`config.mk`:
```
export PLATFORM = sky130hd
export DESIGN_NAME = mem_stage_mc
export DESIGN_NICKNAME = d
export VERILOG_FILES = /design/src/rtl/mem_stage_mc.sv
export SDC_FILE = /design/constraint.sdc
export NUM_CORES = 1
export LEC_CHECK = 0
export ABC_AREA = 1
export CAP_MARGIN = 20
export CORE_ASPECT_RATIO = 1.1
export CORE_UTILIZATION = 40
export DETAILED_ROUTE_END_ITERATION = 8
export PLACE_DENSITY = 0.8
export SLEW_MARGIN = 20
export SYNTH_ARGS = -nofsm -noshare
export SYNTH_HDL_FRONTEND = slang
export SYNTH_SLANG_ARGS = --single-unit
```
`constraint.sdc`:
```
create_clock -name clk -period 1.1 [get_ports clk]
set_clock_uncertainty 0.05 [all_clocks]
set_input_delay 0.22 -clock clk [delete_from_list [all_inputs] [get_ports clk]]
set_output_delay 0.22 -clock clk [all_outputs]
set_load 0.02 [all_outputs]
```
`src/rtl/mem_stage_mc.sv`:
```
// mem_stage_mc: data-memory stage between EX and WB.
// ALU ops retire in one cycle; memory ops wait on a req/done memory.
//
// Ports:
//   clk, rst (async, active-low)
//   EX side : ex_valid/ex_ready, AluRes, RtIn, RegWriteIn, DMemEnIn,
//             DMemWriteIn, MemToRegIn, DMemDumpIn, RdAddrIn
//   memory  : mem_req/mem_done, mem_wr, mem_addr, mem_wdata, mem_dump,
//             mem_rdata, mem_err
//   WB side : wb_valid, writeData, RegWriteOut, RdAddrOut,
//             DMemDumpOut, wb_err
// Optional: define MEM_TIMEOUT_EN to abort a WAIT after TIMEOUT cycles.

module mem_stage_mc #(
  parameter int DATA_W  = 16,
  parameter int ADDR_W  = 16,
  parameter int REG_AW  = 3,
  parameter int TIMEOUT = 15
) (
  input  logic              clk,
  input  logic              rst,
  input  logic              ex_valid,
  output logic              ex_ready,
  input  logic [DATA_W-1:0] AluRes,
  input  logic [DATA_W-1:0] RtIn,
  input  logic              RegWriteIn,
  input  logic              DMemEnIn,
  input  logic              DMemWriteIn,
  input  logic              MemToRegIn,
  input  logic              DMemDumpIn,
  input  logic [REG_AW-1:0] RdAddrIn,
  output logic              mem_req,
  output logic              mem_wr,
  output logic [ADDR_W-1:0] mem_addr,
  output logic [DATA_W-1:0] mem_wdata,
  output logic              mem_dump,
  input  logic              mem_done,
  input  logic [DATA_W-1:0] mem_rdata,
  input  logic              mem_err,
  output logic              wb_valid,
  output logic [DATA_W-1:0] writeData,
  output logic              RegWriteOut,
  output logic [REG_AW-1:0] RdAddrOut,
  output logic              DMemDumpOut,
  output logic              wb_err
);

  typedef enum logic {
    IDLE = 1'b0,
    WAIT = 1'b1
  } state_t;

  typedef struct packed {
    logic [DATA_W-1:0] alu;
    logic [DATA_W-1:0] rt;
    logic              rw;
    logic              en;
    logic              wr;
    logic              m2r;
    logic              dump;
    logic [REG_AW-1:0] rd;
  } op_t;

  state_t            state_q, state_d;
  op_t               op_q, op_d;
  logic              wb_valid_q, wb_valid_d;
  logic [DATA_W-1:0] wdata_q, wdata_d;
  logic              regw_q, regw_d;
  logic [REG_AW-1:0] rd_out_q, rd_out_d;
  logic              dump_out_q, dump_out_d;
  logic              err_q, err_d;
  logic              timeout;

`ifdef MEM_TIMEOUT_EN
  localparam int CW = $clog2(TIMEOUT + 1);
  logic [CW-1:0] cnt_q, cnt_d;

  // Fires on the WAIT cycle whose count would reach TIMEOUT;
  // a coincident mem_done takes priority.
  assign timeout = (state_q == WAIT) && !mem_done &&
                   (cnt_q == CW'(TIMEOUT - 1));
`else
  assign timeout = 1'b0;
`endif

  assign ex_ready    = (state_q == IDLE);
  assign mem_req     = (state_q == WAIT);
  assign mem_wr      = mem_req & op_q.wr & op_q.en;
  assign mem_dump    = mem_req & op_q.dump;
  assign mem_addr    = op_q.alu[ADDR_W-1:0];
  assign mem_wdata   = op_q.rt;

  assign wb_valid    = wb_valid_q;
  assign writeData   = wdata_q;
  assign RegWriteOut = regw_q;
  assign RdAddrOut   = rd_out_q;
  assign DMemDumpOut = dump_out_q;
  assign wb_err      = err_q;

  always_comb begin
    state_d    = state_q;
    op_d       = op_q;
    wb_valid_d = 1'b0;
    regw_d     = 1'b0;
    wdata_d    = wdata_q;
    rd_out_d   = rd_out_q;
    dump_out_d = dump_out_q;
    err_d      = err_q;
`ifdef MEM_TIMEOUT_EN
    cnt_d      = cnt_q;
`endif
    unique case (state_q)
      IDLE: begin
        if (ex_valid) begin
          if (DMemEnIn || DMemDumpIn) begin
            op_d.alu  = AluRes;
            op_d.rt   = RtIn;
            op_d.rw   = RegWriteIn;
            op_d.en   = DMemEnIn;
            op_d.wr   = DMemWriteIn;
            op_d.m2r  = MemToRegIn;
            op_d.dump = DMemDumpIn;
            op_d.rd   = RdAddrIn;
            state_d   = WAIT;
`ifdef MEM_TIMEOUT_EN
            cnt_d     = '0;
`endif
          end else begin
            wb_valid_d = 1'b1;
            wdata_d    = AluRes;
            regw_d     = RegWriteIn;
            rd_out_d   = RdAddrIn;
            dump_out_d = 1'b0;
            err_d      = 1'b0;
          end
        end
      end
      WAIT: begin
        unique case (1'b1)
          mem_done: begin
            state_d    = IDLE;
            wb_valid_d = 1'b1;
            wdata_d    = op_q.m2r ? mem_rdata : op_q.alu;
            regw_d     = op_q.rw & ~mem_err;
            rd_out_d   = op_q.rd;
            dump_out_d = op_q.dump;
            err_d      = mem_err;
          end
          timeout: begin
            state_d    = IDLE;
            wb_valid_d = 1'b1;
            wdata_d    = op_q.alu;
            regw_d     = 1'b0;
            rd_out_d   = op_q.rd;
            dump_out_d = op_q.dump;
            err_d      = 1'b1;
          end
          default: begin
`ifdef MEM_TIMEOUT_EN
            cnt_d = cnt_q + 1'b1;
`endif
          end
        endcase
      end
      default: state_d = IDLE;
    endcase
  end

  always_ff @(posedge clk or negedge rst) begin
    if (!rst) begin
      state_q    <= IDLE;
      op_q       <= '0;
      wb_valid_q <= 1'b0;
      wdata_q    <= '0;
      regw_q     <= 1'b0;
      rd_out_q   <= '0;
      dump_out_q <= 1'b0;
      err_q      <= 1'b0;
    end else begin
      state_q    <= state_d;
      op_q       <= op_d;
      wb_valid_q <= wb_valid_d;
      wdata_q    <= wdata_d;
      regw_q     <= regw_d;
      rd_out_q   <= rd_out_d;
      dump_out_q <= dump_out_d;
      err_q      <= err_d;
    end
  end

`ifdef MEM_TIMEOUT_EN
  always_ff @(posedge clk or negedge rst) begin
    if (!rst) cnt_q <= '0;
    else      cnt_q <= cnt_d;
  end
`endif

endmodule

```
==> results.yml, run 1 <==
clock_tree:
  cts.path.max_buffers: 2
  htree_num_levels: 3
  clkSinkCount: 64
  insertion_delay_ns: 0.33
  numCtsBuffers: 9
  clk_pin_slew_ns: 0.07
  cts_tree: "built"
  clockRootBuffer: "clkbuf_8"
power_and_ir_drop:
  p_per_area_nw_per_um2: 1920
  power_leakage_nw: 2.98
  peakVddDrop_uv: 1170
  power_mw: 10.4
job:
  max_cap_viol_count: 0
logic_synthesis:
  synthTopCellsByArea: "dfrtp_1 (49%), nand2_1 (28%), buf_4 (8.8%)"
  seq_area_frac_synth: 0.492
  synth_fp_nets: 496
  synth_mux_area_frac: 0
  synth_xor_area_frac: 0
  synth_top_family_by_area: "simple AND/OR/NAND/NOR gates"
  synth_compound_area_frac: 0.0231
  netlist_instances: 435
  synth-simple-area-share: 0.319
  synth_cell_types: 17
  synth_top_area_cell: "dfrtp_1"
  synth_seq_cells: 64
  yosysWarningCount: 0
  avgSynthCellArea_sq_um: 7.48
  synth_area_sq_um: 3250
  yosys.area_share.adder: 0
  synth_top_area_frac: 0.492
timing:
  drv_slew: 0
  tightest_slew_ns: 0.351
  fmax_ghz: 0.716
  fin_crit_ns: 1.40
  hold_viol: 0
  fin_crit_sh: 1.27
  relSlewSlack: 0.766
  setup_violations: 123
  grt_setup_unrepaired: "true"
  fin_ws_ns: -0.297
  fin_tns_setup_ns: -19.87
  whs_ns: 0.353
place:
  gp_congestion: 0.839
  place_ws_ns: -0.457
  place_area_sq_um: 4630
  hpwl_microns: 6010
  dp_cells: 654
  portBuffers: 119
final_layout:
  area_growth_pct: 66.6
  layout.nets: 662
  regArea_sq_um: 1600
  fill_cells: 642
  utilization: 0.685
  final_cells: 714
  drive_above_1_share: 0.310
  multi_input_area_sq_um: 1200
  antenna_cells: 0
  design_area_sq_um: 5420
detailed_routing:
  viasPerCell: 4.48
  vias: 3202
  firstDrtPassIters: 4
  first_iter_violations: 174
  routed_wirelength_microns: 9730
  post_drt_wl_per_cell_microns: 13.6
  ant_nets: 0
  drc: 0
floorplanning:
  rows: 34
  initial_core_util: 0.411
  ios: 120
  fp.dieH_microns: 96.6
  dieArea_sq_um: 8500
  die_w_microns: 88
  core_area_sq_um: 7910
grt:
  track_usage: 0.228
  grt_pass1_wl_microns: 15000
  grt_pass1_vias: 3213
  grt_max_degree: 65
  antenna_found_initial: 0
  grt.overflow.total: 0
status:
  status: "finished with violations"
  violations: "setup timing"
critical_path:
  r2r_end: "mem_addr[14]$_DFFE_PN0P_"
  reg2reg_slack_ns: -0.30
  worst-r2r-cell-count: 7
  cp-start-kind: "flop"
  endpoint_kind: "flop"
  worstPathMaxFanout: 10
  r2r_start: "mem_req$_DFF_PN0_"
  path_class: "flop to flop"
  required_ns: 1.32
  critPathArrivalTime_ns: 1.62
min_path:
  min_to: "mem_wdata[12]$_DFFE_PN0P_"
  hold_depth: 3
  hp-class: "input port to flop"
  min_from: "RtIn[12]"
state kept, by name, summed over array words and instances (netlist names):
name,count
RdAddrOut,3
DMemDumpOut,1
RegWriteOut,1
mem_addr,16
wb_err,1
op_q,8
mem_req,1
writeData,16
wb_valid,1
mem_wdata,16
layout make-up:
type | count | area share
timing repair buffer | 205 | 0.383
sequential | 64 | 0.296
multi-input combinational | 278 | 0.221
inverter | 43 | 0.0330
clock buffer | 14 | 0.0318
tap | 108 | 0.0249
clock inverter | 2 | 0.0111
layer usage:
| layer | up-vias | wire, microns | GRT usage |
|---|---|---|---|
| met1 | 1476 | 3990 | 0.271 |
| met5 | - | 0 | 0 |
| met4 | 0 | 136 | 0.0958 |
| li1 | 1588 | - | - |
| met2 | 124 | 5020 | 0.392 |
| met3 | 14 | 588 | 0.0469 |
logic make-up after synthesis:
group,Yosys count
and+or+nand+nor,266
buffers and inverters,93
DFF,64
AOI/OAI and AO/OA,12
placed cells by master (no fill, tap or decap):
cell type          n
o21ai_1            5
clkbuf_8          12
nand3_1           16
buf_2              1
inv_4              2
nor2_1             1
inv_1             39
a21oi_4            1
nand2_4            3
nor2_4             2
nor2_8             1
nand2_2           15
dfrtp_1           63
o21ai_0            4
clkinv_8           1
buf_8              1
dlygate4sd3_1      1
clkdlybuf4s50_1   59
buf_6             66
o21ai_4            1
dfrtp_2            1
clkbuf_16          2
o21ai_2            1
buf_4             67
nand2_1          228
buf_12             8
bufinv_16          2
inv_2              1
clkbuf_1           2
where the power goes:
part | internal (mW) | switching [mW]
Sequential | 2.93 | 0.459
Clock | 1.47 | 0.913
Combinational | 2.49 | 2.17
Total | 6.89 | 3.54
worst max-delay path, stage by stage, from the launching register on:
cell and delay, ns:
dfrtp_2 0.48, buf_6 0.16, nor2_8 0.12, o21ai_4 0.12, inv_4 0.12, clkbuf_16 0.17
nand2_1 0.05, nand2_1 0.06
Yosys cell counts:
cell type,instances
a21oi_2,1
buf_2,8
buf_4,38
buf_6,3
buf_8,1
dfrtp_1,64
inv_1,41
inv_2,1
inv_4,1
nand2_1,244
nand2_2,2
nand3_1,16
nor2_1,3
nor2_8,1
o21ai_0,5
o21ai_1,5
o21ai_4,1
how the worst max path moves through the flow:
stage,to,from,slack (ns)
after CTS,ex_ready,mem_req$_DFF_PN0_,-0.30
after floorplan,mem_addr[0]$_DFFE_PN0P_,mem_req$_DFF_PN0_,-0.15
after global placement,writeData[0]$_DFFE_PN0P_,DMemDumpIn,-0.41
final,mem_addr[14]$_DFFE_PN0P_,mem_req$_DFF_PN0_,-0.30
after detailed placement,op_q[6]$_DFFE_PN0P_,DMemDumpIn,-0.46
after global routing,mem_addr[12]$_DFFE_PN0P_,mem_req$_DFF_PN0_,-0.36
repair_timing:
action	4_1_cts	5_1_grt
endpoints found under the hold margin	64	0
setup endpoints to repair	123	123
setup buffers	27	12
hold buffers	1	0
gates cloned	2	2
pin swaps	1	6
gates resized for setup	369	24
Power figures use the tool's default switching activity.
==> run 2, diff against run 1 <==
Settings changed: CELL_PAD_IN_SITES_DETAIL_PLACEMENT set to 0, CELL_PAD_IN_SITES_GLOBAL_PLACEMENT set to 1, CORE_UTILIZATION 40 to 28, SETUP_SLACK_MARGIN set to 0.2.
==> results.yml, run 2 (synthesis results as in run 1) <==
grt:
  grt_pass1_wl_microns: 15000
  grt_max_degree: 26
  grt_pass1_vias: 3081
  antenna_found_initial: 0
  track_usage: 0.162
  grt.overflow.total: 0
critical_path:
  r2r_end: "mem_wdata[3]$_DFFE_PN0P_"
  critPathMaxStageDelay_ns: 0.42
  r2r_start: "mem_req$_DFF_PN0_"
  worstPathMaxFanout: 10
  required_ns: 1.32
  slowest_stage: "dfrtp_2"
  reg2reg_slack_ns: -0.32
  worstPathCellList: "buf_6, buf_6, nor2_8, o21ai_4, clkinv_4, clkbuf_16, nand2_1, nand2_1"
  cp-start-kind: "flop"
  worst-r2r-cell-count: 8
  path_class: "flop to flop"
  endpoint_kind: "flop"
  critPathArrivalTime_ns: 1.64
timing:
  fin_crit_sh: 1.29
  fin_ws_ns: -0.319
  fmax_ghz: 0.705
  setup_violations: 121
  hold_viol: 0
  grt_setup_unrepaired: "true"
  fin_crit_ns: 1.42
  whs_ns: 0.256
  drv_slew: 0
  relSlewSlack: 0.802
  tightest_slew_ns: 0.296
final_layout:
  layout_common_cells: "nand2_1 (203), buf_4 (70), buf_6 (68)"
  utilization: 0.505
  final_common_cell: "nand2_1"
  layout.nets: 665
  fill_cells: 1060
  antenna_cells: 0
  drive_above_1_share: 0.355
  area_growth_pct: 72.3
status:
  violations: "setup timing"
  status: "finished with violations"
detailed_routing:
  firstDrtPassIters: 4
  drc: 0
  routed_wirelength_microns: 9410
  ant_nets: 0
  post_drt_wl_per_cell_microns: 12.4
  vias: 3118
  viasPerCell: 4.12
  first_iter_violations: 101
clock_tree:
  numCtsBuffers: 9
  cts.path.max_buffers: 2
  cts_tree: "built"
  clk_pin_slew_ns: 0.06
  clockRootBuffer: "clkbuf_16"
  clkSinkCount: 64
  insertion_delay_ns: 0.33
  htree_num_levels: 3
floorplanning:
  fp.dieH_microns: 115
  die_w_microns: 105
  ios: 120
  rows: 40
  core_area_sq_um: 11100
  initial_core_util: 0.293
  dieArea_sq_um: 12100
power_and_ir_drop:
  power_leakage_nw: 3.04
  p_per_area_nw_per_um2: 1900
  peakVddDrop_uv: 805
place:
  hpwl_microns: 6290
  gp_congestion: 0.839
  portBuffers: 119
min_path:
  hp-class: "input port to async pin"
job:
  max_cap_viol_count: 0
==> run 2: cell count changes in the layout (fill, tap and decap cells not counted), sizes merged <==
cell,previous run,this run
clkinv,1,3
bufinv,2,0
clkinvlp,0,1
buf,143,145
==> run 2: worst max-delay path: cells and delay by family (launching register included) <==
family / cells / cell delay (ns)
and+or+nand+nor: 3 / 0.23
AOI/OAI and AO/OA: 1 / 0.11
DFF: 1 / 0.42
buffers and inverters: 4 / 0.53
==> run 2: power by group <==
group | switching [mW] | internal, mW | leakage (nW)
combinational | 2.16 | 2.51 | 2.11
clock | 0.992 | 1.64 | 0.136
sequential | 0.435 | 2.94 | 0.795
==> run 2: area by class of cell <==
| class | instances | area, sq um | area share |
|---|---|---|---|
| repair buffers | 208 | 2100 | 0.375 |
| flip-flops and latches | 64 | 1600 | 0.286 |
| multi-input cells | 278 | 1270 | 0.226 |
| clock buffers | 13 | 260 | 0.0464 |
| well taps | 147 | 184 | 0.0328 |
| inverters | 43 | 171 | 0.0306 |
| clock inverters | 3 | 17.5 | 0.00312 |
==> run 2: routing by layer <==
metal,part of all wire,wire (microns),GRT usage,vias up
met3,0.068,638,0.0459,11
met4,0.013,122,0.0582,0
li1,-,-,-,1594
met5,0,0,0,-
met2,0.51,4800,0.289,88
met1,0.41,3850,0.186,1425
==> run 2: how the worst max path moves through the flow <==
stage | from | to | slack (ns) | depth (start not counted)
after floorplan | mem_req$_DFF_PN0_ | mem_addr[0]$_DFFE_PN0P_ | -0.15 | 7
final | mem_req$_DFF_PN0_ | mem_wdata[3]$_DFFE_PN0P_ | -0.32 | 8
after global routing | mem_req$_DFF_PN0_ | writeData[8]$_DFFE_PN0P_ | -0.40 | 8
after detailed placement | DMemDumpIn | writeData[4]$_DFFE_PN0P_ | -0.46 | 6
after CTS | mem_req$_DFF_PN0_ | writeData[4]$_DFFE_PN0P_ | -0.32 | 8
after global placement | DMemDumpIn | writeData[4]$_DFFE_PN0P_ | -0.46 | 6
==> run 2: per-stage QoR <==
step	power [mW]	std cells	setup WS, ns	cell area [sq um]	setup TNS [ns]
CTS	10.4	737	-0.322	5310	-21.25
floorplan	5.46	435	-0.151	3310	-8.21
global route	11.4	756	-0.398	5610	-27.32
detailed placement	7.09	695	-0.460	4670	-33.17
global placement	7.04	695	-0.458	4670	-32.92
finish	10.7	756	-0.319	5610	-21.12
==> run 2: repair_timing <==
| action | CTS | global route |
|---|---|---|
| gates resized for setup | 389 | 33 |
| gates cloned | 2 | 3 |
| endpoints found under the hold margin | 56 | 0 |
| hold buffers | 1 | 0 |
| setup buffers | 23 | 16 |
| endpoints found under the setup margin | 123 | 123 |
| pin swaps | 15 | 12 |
==> run 3, diff against run 2 <==
Settings changed: GPL_ROUTABILITY_DRIVEN set to 0.
==> results of run 3 <==
The final DEF is identical to that of run 2; final timing and power are the same.
